### config.mk
export PLATFORM = sky130hd
export DESIGN_NAME = mux_n_stream_rr_flat
export DESIGN_NICKNAME = d
export VERILOG_FILES = /design/src/rtl/mux_n_stream_rr_if.sv /design/src/rtl/mux_n_stream_rr.sv /design/src/flat_wrapper.sv
export SDC_FILE = /design/constraint.sdc
export NUM_CORES = 1
export LEC_CHECK = 0
export BUFFER_PORTS_ARGS = -buffer_cell sky130_fd_sc_hd__buf_4
export CAP_MARGIN = 5
export CORE_UTILIZATION = 41
export CTS_CLUSTER_DIAMETER = 120
export DETAILED_ROUTE_END_ITERATION = 10
export PLACE_DENSITY = 0.77
export SLEW_MARGIN = 10
export SYNTH_ARGS = -nofsm -noshare
export SYNTH_HDL_FRONTEND = slang
export SYNTH_SLANG_ARGS = --single-unit
### constraint.sdc
create_clock -name clk -period 2.8 [get_ports clk]
set_clock_uncertainty 0.15 [all_clocks]
set_input_delay 0 -clock clk [delete_from_list [all_inputs] [get_ports clk]]
set_output_delay 0 -clock clk [all_outputs]
set_load 0.01 [all_outputs]
### src/rtl/mux_n_stream_rr_if.sv
// Handshake bundle for the N-channel stream funnel: per-channel inputs,
// mode/sel controls and the registered output stream.
interface mux_n_stream_rr_if #(
  parameter int unsigned N     = 4,
  parameter int unsigned W     = 8,
  parameter int unsigned SEL_W = 2
);
  logic [N*W-1:0]   in_data;
  logic [N-1:0]     in_valid;
  logic [N-1:0]     in_ready;
  logic             mode;
  logic [SEL_W-1:0] sel;
  logic [W-1:0]     out_data;
  logic             out_valid;
  logic             out_ready;
  logic [SEL_W-1:0] out_chan;

  modport master (
    output in_data, in_valid, mode, sel, out_ready,
    input  in_ready, out_data, out_valid, out_chan
  );

  modport slave (
    input  in_data, in_valid, mode, sel, out_ready,
    output in_ready, out_data, out_valid, out_chan
  );
endinterface

### src/rtl/mux_n_stream_rr.sv
// N-channel valid/ready stream multiplexer with fixed or round-robin
// selection and a one-entry registered output stage.
module mux_n_stream_rr #(
  parameter int unsigned N     = 4,
  parameter int unsigned W     = 8,
  parameter int unsigned SEL_W = 2
) (
  input  logic                clk,
  input  logic                reset,
  mux_n_stream_rr_if.slave    bus
);
  localparam int unsigned SW1 = SEL_W + 1;

  logic [SEL_W-1:0] ptr;
  logic [W-1:0]     data_q;
  logic [SEL_W-1:0] chan_q;
  logic             valid_q;

  logic             load;
  logic             granted;
  logic [SEL_W-1:0] grant;
  logic [SW1-1:0]   sum;
  logic [N-1:0]     ready_c;
  logic [W-1:0]     sel_data;
  logic             xfer;

  assign load = !valid_q || bus.out_ready;

  // Grant: fixed index in mode 0, first valid channel at or after ptr in mode 1.
  always_comb begin
    granted = 1'b0;
    grant   = '0;
    sum     = '0;
    if (!bus.mode) begin
      for (int unsigned i = 0; i < N; i++) begin
        if (bus.sel == SEL_W'(i) && bus.in_valid[i]) begin
          granted = 1'b1;
          grant   = SEL_W'(i);
        end
      end
    end else begin
      for (int unsigned k = 0; k < N; k++) begin
        sum = {1'b0, ptr} + SW1'(k);
        if (sum >= SW1'(N)) sum = sum - SW1'(N);
        if (!granted && bus.in_valid[sum[SEL_W-1:0]]) begin
          granted = 1'b1;
          grant   = sum[SEL_W-1:0];
        end
      end
    end
  end

  always_comb begin
    ready_c  = '0;
    sel_data = '0;
    for (int unsigned i = 0; i < N; i++) begin
      ready_c[i] = !reset && load && granted && (grant == SEL_W'(i));
      if (grant == SEL_W'(i)) sel_data = bus.in_data[i*W +: W];
    end
  end

  assign xfer = |ready_c;

  always_ff @(posedge clk) begin
    if (reset) begin
      ptr     <= '0;
      data_q  <= '0;
      chan_q  <= '0;
      valid_q <= 1'b0;
    end else if (xfer) begin
      data_q  <= sel_data;
      chan_q  <= grant;
      valid_q <= 1'b1;
      if (bus.mode) ptr <= (grant == SEL_W'(N - 1)) ? '0 : grant + SEL_W'(1);
    end else if (bus.out_ready) begin
      valid_q <= 1'b0;
    end
  end

  assign bus.in_ready  = ready_c;
  assign bus.out_data  = data_q;
  assign bus.out_chan  = chan_q;
  assign bus.out_valid = valid_q;
endmodule
### src/flat_wrapper.sv
// flat-port wrapper written by rule: the top's interface ports become plain ports
module mux_n_stream_rr_flat 
#(
  parameter int unsigned N     = 4,
  parameter int unsigned W     = 8,
  parameter int unsigned SEL_W = 2
)
  (clk, reset, bus_in_data, bus_in_valid, bus_mode, bus_sel, bus_out_ready, bus_in_ready, bus_out_data, bus_out_valid, bus_out_chan);
  mux_n_stream_rr_if #(.N(N), .W(W), .SEL_W(SEL_W)) bus_i ();
  input  logic clk;
  input  logic reset;
  input wire logic [$bits(bus_i.in_data)-1:0] bus_in_data;
  input wire logic [$bits(bus_i.in_valid)-1:0] bus_in_valid;
  input wire logic [$bits(bus_i.mode)-1:0] bus_mode;
  input wire logic [$bits(bus_i.sel)-1:0] bus_sel;
  input wire logic [$bits(bus_i.out_ready)-1:0] bus_out_ready;
  output wire logic [$bits(bus_i.in_ready)-1:0] bus_in_ready;
  output wire logic [$bits(bus_i.out_data)-1:0] bus_out_data;
  output wire logic [$bits(bus_i.out_valid)-1:0] bus_out_valid;
  output wire logic [$bits(bus_i.out_chan)-1:0] bus_out_chan;
  assign bus_i.in_data = bus_in_data;
  assign bus_i.in_valid = bus_in_valid;
  assign bus_i.mode = bus_mode;
  assign bus_i.sel = bus_sel;
  assign bus_i.out_ready = bus_out_ready;
  assign bus_in_ready = bus_i.in_ready;
  assign bus_out_data = bus_i.out_data;
  assign bus_out_valid = bus_i.out_valid;
  assign bus_out_chan = bus_i.out_chan;
  mux_n_stream_rr #(.N(N), .W(W), .SEL_W(SEL_W)) u_core (.clk(clk), .reset(reset), .bus(bus_i));
endmodule
==> reports/summary.txt, run 1 <==
Result of the run -> finished clean
Number of max-cap violations -> 0
Number of top-level pins -> 57
Critical path start-end classification -> flop to flop
Reg2Reg Launch Point -> u_core.ptr[0]
Crit-path slowest cell -> mux2_2
Static leakage -> 0.752 nW
Top flip-flop cell by instance count after synthesis -> dfxtp_1
DP Cell Count -> 220
Core ar. -> 2540 sq um
Total of endpoints with negative setup slack in the final report -> 0
Yosys warnings -> 0
Global routing's busiest layer -> met2
Register-to-Register Setup Slack -> 0.16 ns
Total DRC errors in the routed layout -> 0
Effective utilization at floorplan -> 0.445
Distinct cell type count of the synthesized netlist -> 38
Post-synth net total -> 184
Number of antenna repair diodes -> 0
Combined global-route utilization of all metal layers -> 0.229
Met3 routing resource usage after global routing -> 0.0167
Layout Cells excl Fill -> 231
Critical path required time -> 2.81 ns
Fraction of synthesis flops using an asynchronous set or reset pin -> 0
Overall routed net length -> 3.34 mm
Cell Rows -> 18
Crit-path max FO -> 4
Slew Limit Headroom -> 0.271
Destination of the worst register-to-register timing path -> u_core.ptr[1]
Number of pins with negative max-slew slack in the final report -> 0
Number of buffers between clock root and the deepest sink -> 2
First-pass GRT wire length -> 4.93 mm
Hold-critical path endpoint -> u_core.bus.out_data[3]
Beginning of the worst hold path -> bus_in_data[27]
Slew @ Worst Pin -> 1.09 ns
Vias -> 1,289
FF-to-FF path depth -> 9
Total standard cell area after synthesis -> 1130 sq um
Initial antenna violation count -> 0
Half-perimeter wire length of the detailed placement result -> 2.60 mm
Hold path cells -> 3
Clk Tree Root Cell -> clkbuf_4
Final net count -> 248
Area leader, netlist -> dfxtp_1
Per-cell routed wire length -> 14.5 um
Largest net degree at the start of global routing -> 18
Floorplan die height -> 54.6 um
Number of fillers in the final layout -> 222
Worst path cell trace -> nor2b_1 > and4bb_2 > nor4b_4 > inv_1 > ha_1 > nor4_1 > buf_4 > nand4b_1 > mux2_2
Worst VDD drop -> 0.458 mV
Maximum operating frequency -> 0.379 GHz
Fraction of layout cells with a size suffix above 1 -> 0.418
Post-layout min period -> 2.64 ns
Critical Path Sink Type -> flop
Top cells by area in the synthesized netlist -> dfxtp_1, a211oi_2, a21oi_1
Part of the Yosys area used for sequential elements -> 0.230
Global-route track usage on met2 -> 0.418
Clock transition time at the flip-flop clock pins of the worst setup and hold paths -> 0.07 ns
Final core utilization -> 0.664
Later-pin clock latency in the skew report -> 0.27 ns
Count of buffers from port buffering -> 56
Hold/Removal Path Class -> input port to flop
Most common cell after layout, fill and taps aside -> buf_4
Worst Path Arrival -> 2.65 ns
Vias per cell -> 5.58
TritonCTS clock tree -> built
Routability congestion estimate -> 0.738
Met1 track utilization from global routing -> 0.265
Die X-Extent -> 54.6 um
Sum Neg Setup Slack -> 0 ns
Delay of the slowest critical-path stage -> 0.36 ns
Grt total ovfl -> 0
CTS buffer count -> 3
Top cell type's share of synthesized area -> 0.230
Detail Route Antenna Nets -> 0
Area of the die -> 2980 sq um
Syn Area/Cell -> 8.21 sq um
Relative area change from synthesis to final layout -> 49.1%
Vias in the first global route -> 1,173
DRT Pass-1 Iters -> 5
Maximum level of the CTS H-tree -> 1
Initial detailed-routing violation count -> 23
Pwr/cell area -> 455 nW/um^2
Count of endpoints failing hold in the final timing report -> 0
Clock net sink count -> 13
Number of flops mapped to enable cells by yosys -> 0
Flop and latch count out of synthesis -> 13
Gate Count Post-Synth -> 138
Commonest non-fill, non-tap cells in the layout -> buf_4, a21oi_1, dfxtp_1, a211oi_2
Type of origin of the critical path -> flop
Fraction of the cycle the final worst path needs -> 0.943
==> through the flow <==
| step | total power, mW | instance area, sq um | setup WS (ns) | hold WS, ns |
|---|---|---|---|---|
| 6_report | 0.769 | 1690 | 0.159 | 0.00533 |
| 3_5_place_dp | 0.643 | 1580 | -0.0779 | 0.192 |
| 3_3_place_gp | 0.627 | 1580 | 0.117 | 0.186 |
| 4_1_cts | 0.767 | 1680 | 0.0481 | 0.00112 |
| 5_1_grt | 0.824 | 1690 | -0.0272 | 0.00824 |
| 2_1_floorplan | 0.490 | 1140 | 0.0160 | -0.0854 |
==> flip-flops by register name (all words and copies together) (netlist names) <==
signal                count
u_core.ptr                2
u_core.bus.out_data       8
u_core.bus.out_valid      1
u_core.bus.out_chan       2
==> layout make-up <==
type	instances	area (sq um)	area share
sequential	13	260	0.154
multi-input combinational	108	803	0.475
clock buffer	4	26.3	0.0155
timing repair buffer	70	541	0.320
inverter	6	22.5	0.0133
tap	30	37.5	0.0222
==> cell families after synthesis <==
kind of cell / count (synthesis) / share of synthesized area
AOI/OAI and AO/OA: 63 / 0.418
adders and majority gates: 4 / 0.0442
buffers and inverters: 17 / 0.0806
DFF: 13 / 0.230
muxes: 5 / 0.0464
and+or+nand+nor: 36 / 0.181
==> worst max-delay path by stage <==
| stage | from | to | slack (ns) |
|---|---|---|---|
| 5_1_grt | u_core.ptr[0] | u_core.bus.out_data[0] | -0.03 |
| 3_3_place_gp | u_core.ptr[0] | u_core.bus.out_data[6] | 0.12 |
| 6_report | u_core.ptr[0] | u_core.ptr[1] | 0.16 |
| 2_1_floorplan | u_core.ptr[0] | u_core.bus.out_chan[0] | 0.02 |
| 3_5_place_dp | u_core.ptr[0] | u_core.bus.out_data[0] | -0.08 |
| 4_1_cts | u_core.ptr[0] | u_core.bus.out_data[0] | 0.05 |
==> repair_timing <==
action | in CTS | in global routing
setup buffers | 0 | 1
pin swaps | 1 | 2
hold buffers | 6 | 0
setup endpoints to repair | 10 | 13
gates resized for setup | 1 | 1
hold endpoints to repair | 11 | 0
==> per-layer routing <==
layer / up-vias / routed length [um]
li1: 642 / -
met1: 586 / 1430
met2: 55 / 1640
met3: 6 / 222
met4: 0 / 50
met5: - / 0
==> worst max-delay path: cells and delay by family (launching register included) <==
kind / cells / cell delay [ns]
AND/OR/NAND/NOR: 5 / 1.16
flip-flops: 1 / 0.34
adder cells (fa/ha/maj): 1 / 0.22
buffers and inverters: 2 / 0.31
multiplexers: 1 / 0.36
==> power by group <==
part / internal, mW / total, mW / switching, mW / leakage (nW)
Sequential: 0.214 / 0.233 / 0.0189 / 0.107
Combinational: 0.211 / 0.423 / 0.212 / 0.630
Clock: 0.0553 / 0.113 / 0.0578 / 0.0150
Total: 0.481 / 0.769 / 0.288 / 0.752
==> cells in the mapped netlist (all sizes together), types with 2 or more instances <==
cell type  instances
nor2b              8
a22oi              8
clkinv             2
buf               10
nor2               7
ha                 4
mux2i              3
nand2              9
a21oi             20
a211oi            10
and2               2
inv                4
o21ai              9
dfxtp             13
mux2               2
o21a               9
No activity file was read; power rests on OpenSTA's default activity.
==> inputs of run 2 (changes only) <==
--- a/config.mk
+++ b/config.mk
@@ -10,7 +10,7 @@
 export CORE_UTILIZATION = 41
 export CTS_CLUSTER_DIAMETER = 120
 export DETAILED_ROUTE_END_ITERATION = 10
-export PLACE_DENSITY = 0.77
+export PLACE_DENSITY = 0.79
 export SLEW_MARGIN = 10
 export SYNTH_ARGS = -nofsm -noshare
 export SYNTH_HDL_FRONTEND = slang
==> reports/summary.txt, run 2 (synthesized netlist as in run 1, its figures left out) <==
Total internal power -> 0.482 mW
Combinational cell fraction of total power -> 0.548
Commonest non-fill, non-tap cells in the layout -> buf_4, a21oi_1, dfxtp_1, a211oi_2
DP Cell Count -> 221
Flip-flop count of the largest register, all copies and words added -> 8
Count of buffers from port buffering -> 56
Reg2Reg Launch Point -> u_core.ptr[0]
Post-place instance area -> 1590 sq um
Unrepaired setup endpoints after global routing -> no
Footprint of the multi-input gates -> 797 sq um
Net Switching -> 0.290 mW
Type of origin of the critical path -> flop
Destination of the worst register-to-register timing path -> u_core.bus.out_data[7]
Post-CTS setup-driven buffer insertion count -> 0
Crit-path max FO -> 5
Largest net degree at the start of global routing -> 18
Post-layout instance area -> 1680 sq um
Maximum operating frequency -> 0.378 GHz
Initial antenna violation count -> 0
Layout Cells excl Fill -> 230
Effective utilization at floorplan -> 0.445
Sum Neg Setup Slack -> 0 ns
Area of the die -> 2980 sq um
Detail Route Antenna Nets -> 0
Slew Limit Headroom -> 0.243
Fraction of the cycle the final worst path needs -> 0.944
Critical path origin -> u_core.ptr[0]
Flop pwr share -> 0.302
Worst Path Arrival -> 2.70 ns
Post-layout min period -> 2.64 ns
Later-pin clock latency in the skew report -> 0.27 ns
First-pass GRT wire length -> 4.91 mm
Clock net sink count -> 13
Hold/Removal Path Class -> input port to flop
Vias -> 1,254
TritonCTS clock tree -> built
Grt total ovfl -> 0
Combined global-route utilization of all metal layers -> 0.230
Initial detailed-routing violation count -> 25
Die X-Extent -> 54.6 um
Relative contribution of the clock network to total power -> 0.149
Critical Path Sink Type -> flop
Crit-path most repeated cell -> buf_4
Per-cell routed wire length -> 14.5 um
Register-to-Register Setup Slack -> 0.16 ns
CP delay by family, top -> simple AND/OR/NAND/NOR gates
Clk Tree Root Cell -> clkbuf_4
Count of endpoints failing hold in the final timing report -> 0
Number of top-level pins -> 57
CP bufs+invs -> 3
Capture point of the worst path -> u_core.bus.out_data[7]
Worst VDD drop -> 0.383 mV
Relative area change from synthesis to final layout -> 47.8%
Combined flip-flop and latch cell area -> 260 sq um
Core ar. -> 2540 sq um
Final setup slack of the worst path -> 0.157 ns
CTS buffer count -> 3
Number of max-cap violations -> 0
Total of endpoints with negative setup slack in the final report -> 0
Number of antenna repair diodes -> 0
Critical path required time -> 2.85 ns
Overall routed net length -> 3.34 mm
Number of fillers in the final layout -> 217
Floorplan die height -> 54.6 um
Number of pins with negative max-slew slack in the final report -> 0
Routability congestion estimate -> 0.739
Switching Fraction -> 0.376
Total DRC errors in the routed layout -> 0
FF-to-FF path depth -> 11
Cell Rows -> 18
Most common cell after layout, fill and taps aside -> buf_4
Static leakage -> 0.748 nW
Worst path cell trace -> nor2b_1 > and4bb_2 > nor4b_4 > buf_4 > ha_1 > nor4_1 > buf_4 > a2111oi_4 > buf_4 > a21oi_1 > a211oi_2
Number of buffers between clock root and the deepest sink -> 2
Fraction of layout cells with a size suffix above 1 -> 0.420
Post-Place Worst Slack -> 0.0918 ns
Vias per cell -> 5.45
Critical path start-end classification -> flop to flop
Pwr/cell area -> 461 nW/um^2
Final core utilization -> 0.658
Slew @ Worst Pin -> 1.13 ns
Delay of the slowest critical-path stage -> 0.34 ns
Maximum level of the CTS H-tree -> 1
Final net count -> 247
Crit. path cell count -> 11
Clock transition time at the flip-flop clock pins of the worst setup and hold paths -> 0.08 ns
Half-perimeter wire length of the detailed placement result -> 2.62 mm
Crit-path slowest cell -> dfxtp_1
Result of the run -> finished clean
Vias in the first global route -> 1,178
DRT Pass-1 Iters -> 4
==> run 2: cell count changes in the layout (fill, tap and decap cells not counted) <==
cell           before  now
a31oi_1             0    1
dlygate4sd3_1       6    4
buf_6               0    1
a31oi_2             1    0
==> run 2: per-layer routing <==
metal,part of all wire,vias to the layer above,GRT usage
met3,0.057,2,0.0194
li1,-,637,-
met5,0,-,0
met4,0.0075,0,0.103
met2,0.50,48,0.436
met1,0.43,567,0.252
==> run 2: how the worst min path moves through the flow <==
stage	startpoint	end	slack (ns)	cells after the start
finish	bus_in_data[25]	u_core.bus.out_data[1]	0.003	3
global route	bus_in_data[25]	u_core.bus.out_data[1]	0.02	3
CTS	bus_in_data[24]	u_core.bus.out_data[0]	0.003	3
detailed placement	reset	u_core.bus.out_data[3]	0.20	2
global placement	reset	u_core.bus.out_chan[0]	0.19	2
floorplan	reset	u_core.bus.out_data[0]	-0.09	1
==> run 2: worst register-to-register path, delay by kind of cell, from the launching register on <==
kind | cells | cell delay (ns)
flip-flops | 1 | 0.34
AND/OR/NAND/NOR | 4 | 0.78
adder cells (fa/ha/maj) | 1 | 0.18
AO/OA/AOI/OAI | 3 | 0.60
buffers and inverters | 3 | 0.53
==> run 2: final cells by class <==
type / count / area share
clock buffer: 4 / 0.0157
inverter: 6 / 0.0134
multi-input combinational: 108 / 0.476
sequential: 13 / 0.155
tap: 30 / 0.0224
timing repair buffer: 69 / 0.317
==> run 2: power groups by stage <==
stage / registers (mW) / clock network (mW) / logic (mW)
5_1_grt: 0.237 / 0.125 / 0.465
3_3_place_gp: 0.236 / 0 / 0.393
6_report: 0.233 / 0.115 / 0.423
3_5_place_dp: 0.237 / 0 / 0.408
2_1_floorplan: 0.245 / 0 / 0.245
4_1_cts: 0.233 / 0.120 / 0.415
==> run 2: what timing repair did <==
| action | CTS | global route |
|---|---|---|
| setup endpoints to repair | 0 | 10 |
| endpoints found under the hold margin | 11 | 0 |
| hold buffers | 4 | 0 |
| gates resized for setup | 0 | 3 |
==> run 2: through the flow <==
step / power (mW) / hold WS [ns]
final: 0.772 / 0.00293
after detailed placement: 0.645 / 0.195
after floorplan: 0.490 / -0.0854
after global routing: 0.826 / 0.0246
after global placement: 0.630 / 0.190
after CTS: 0.768 / 0.00346
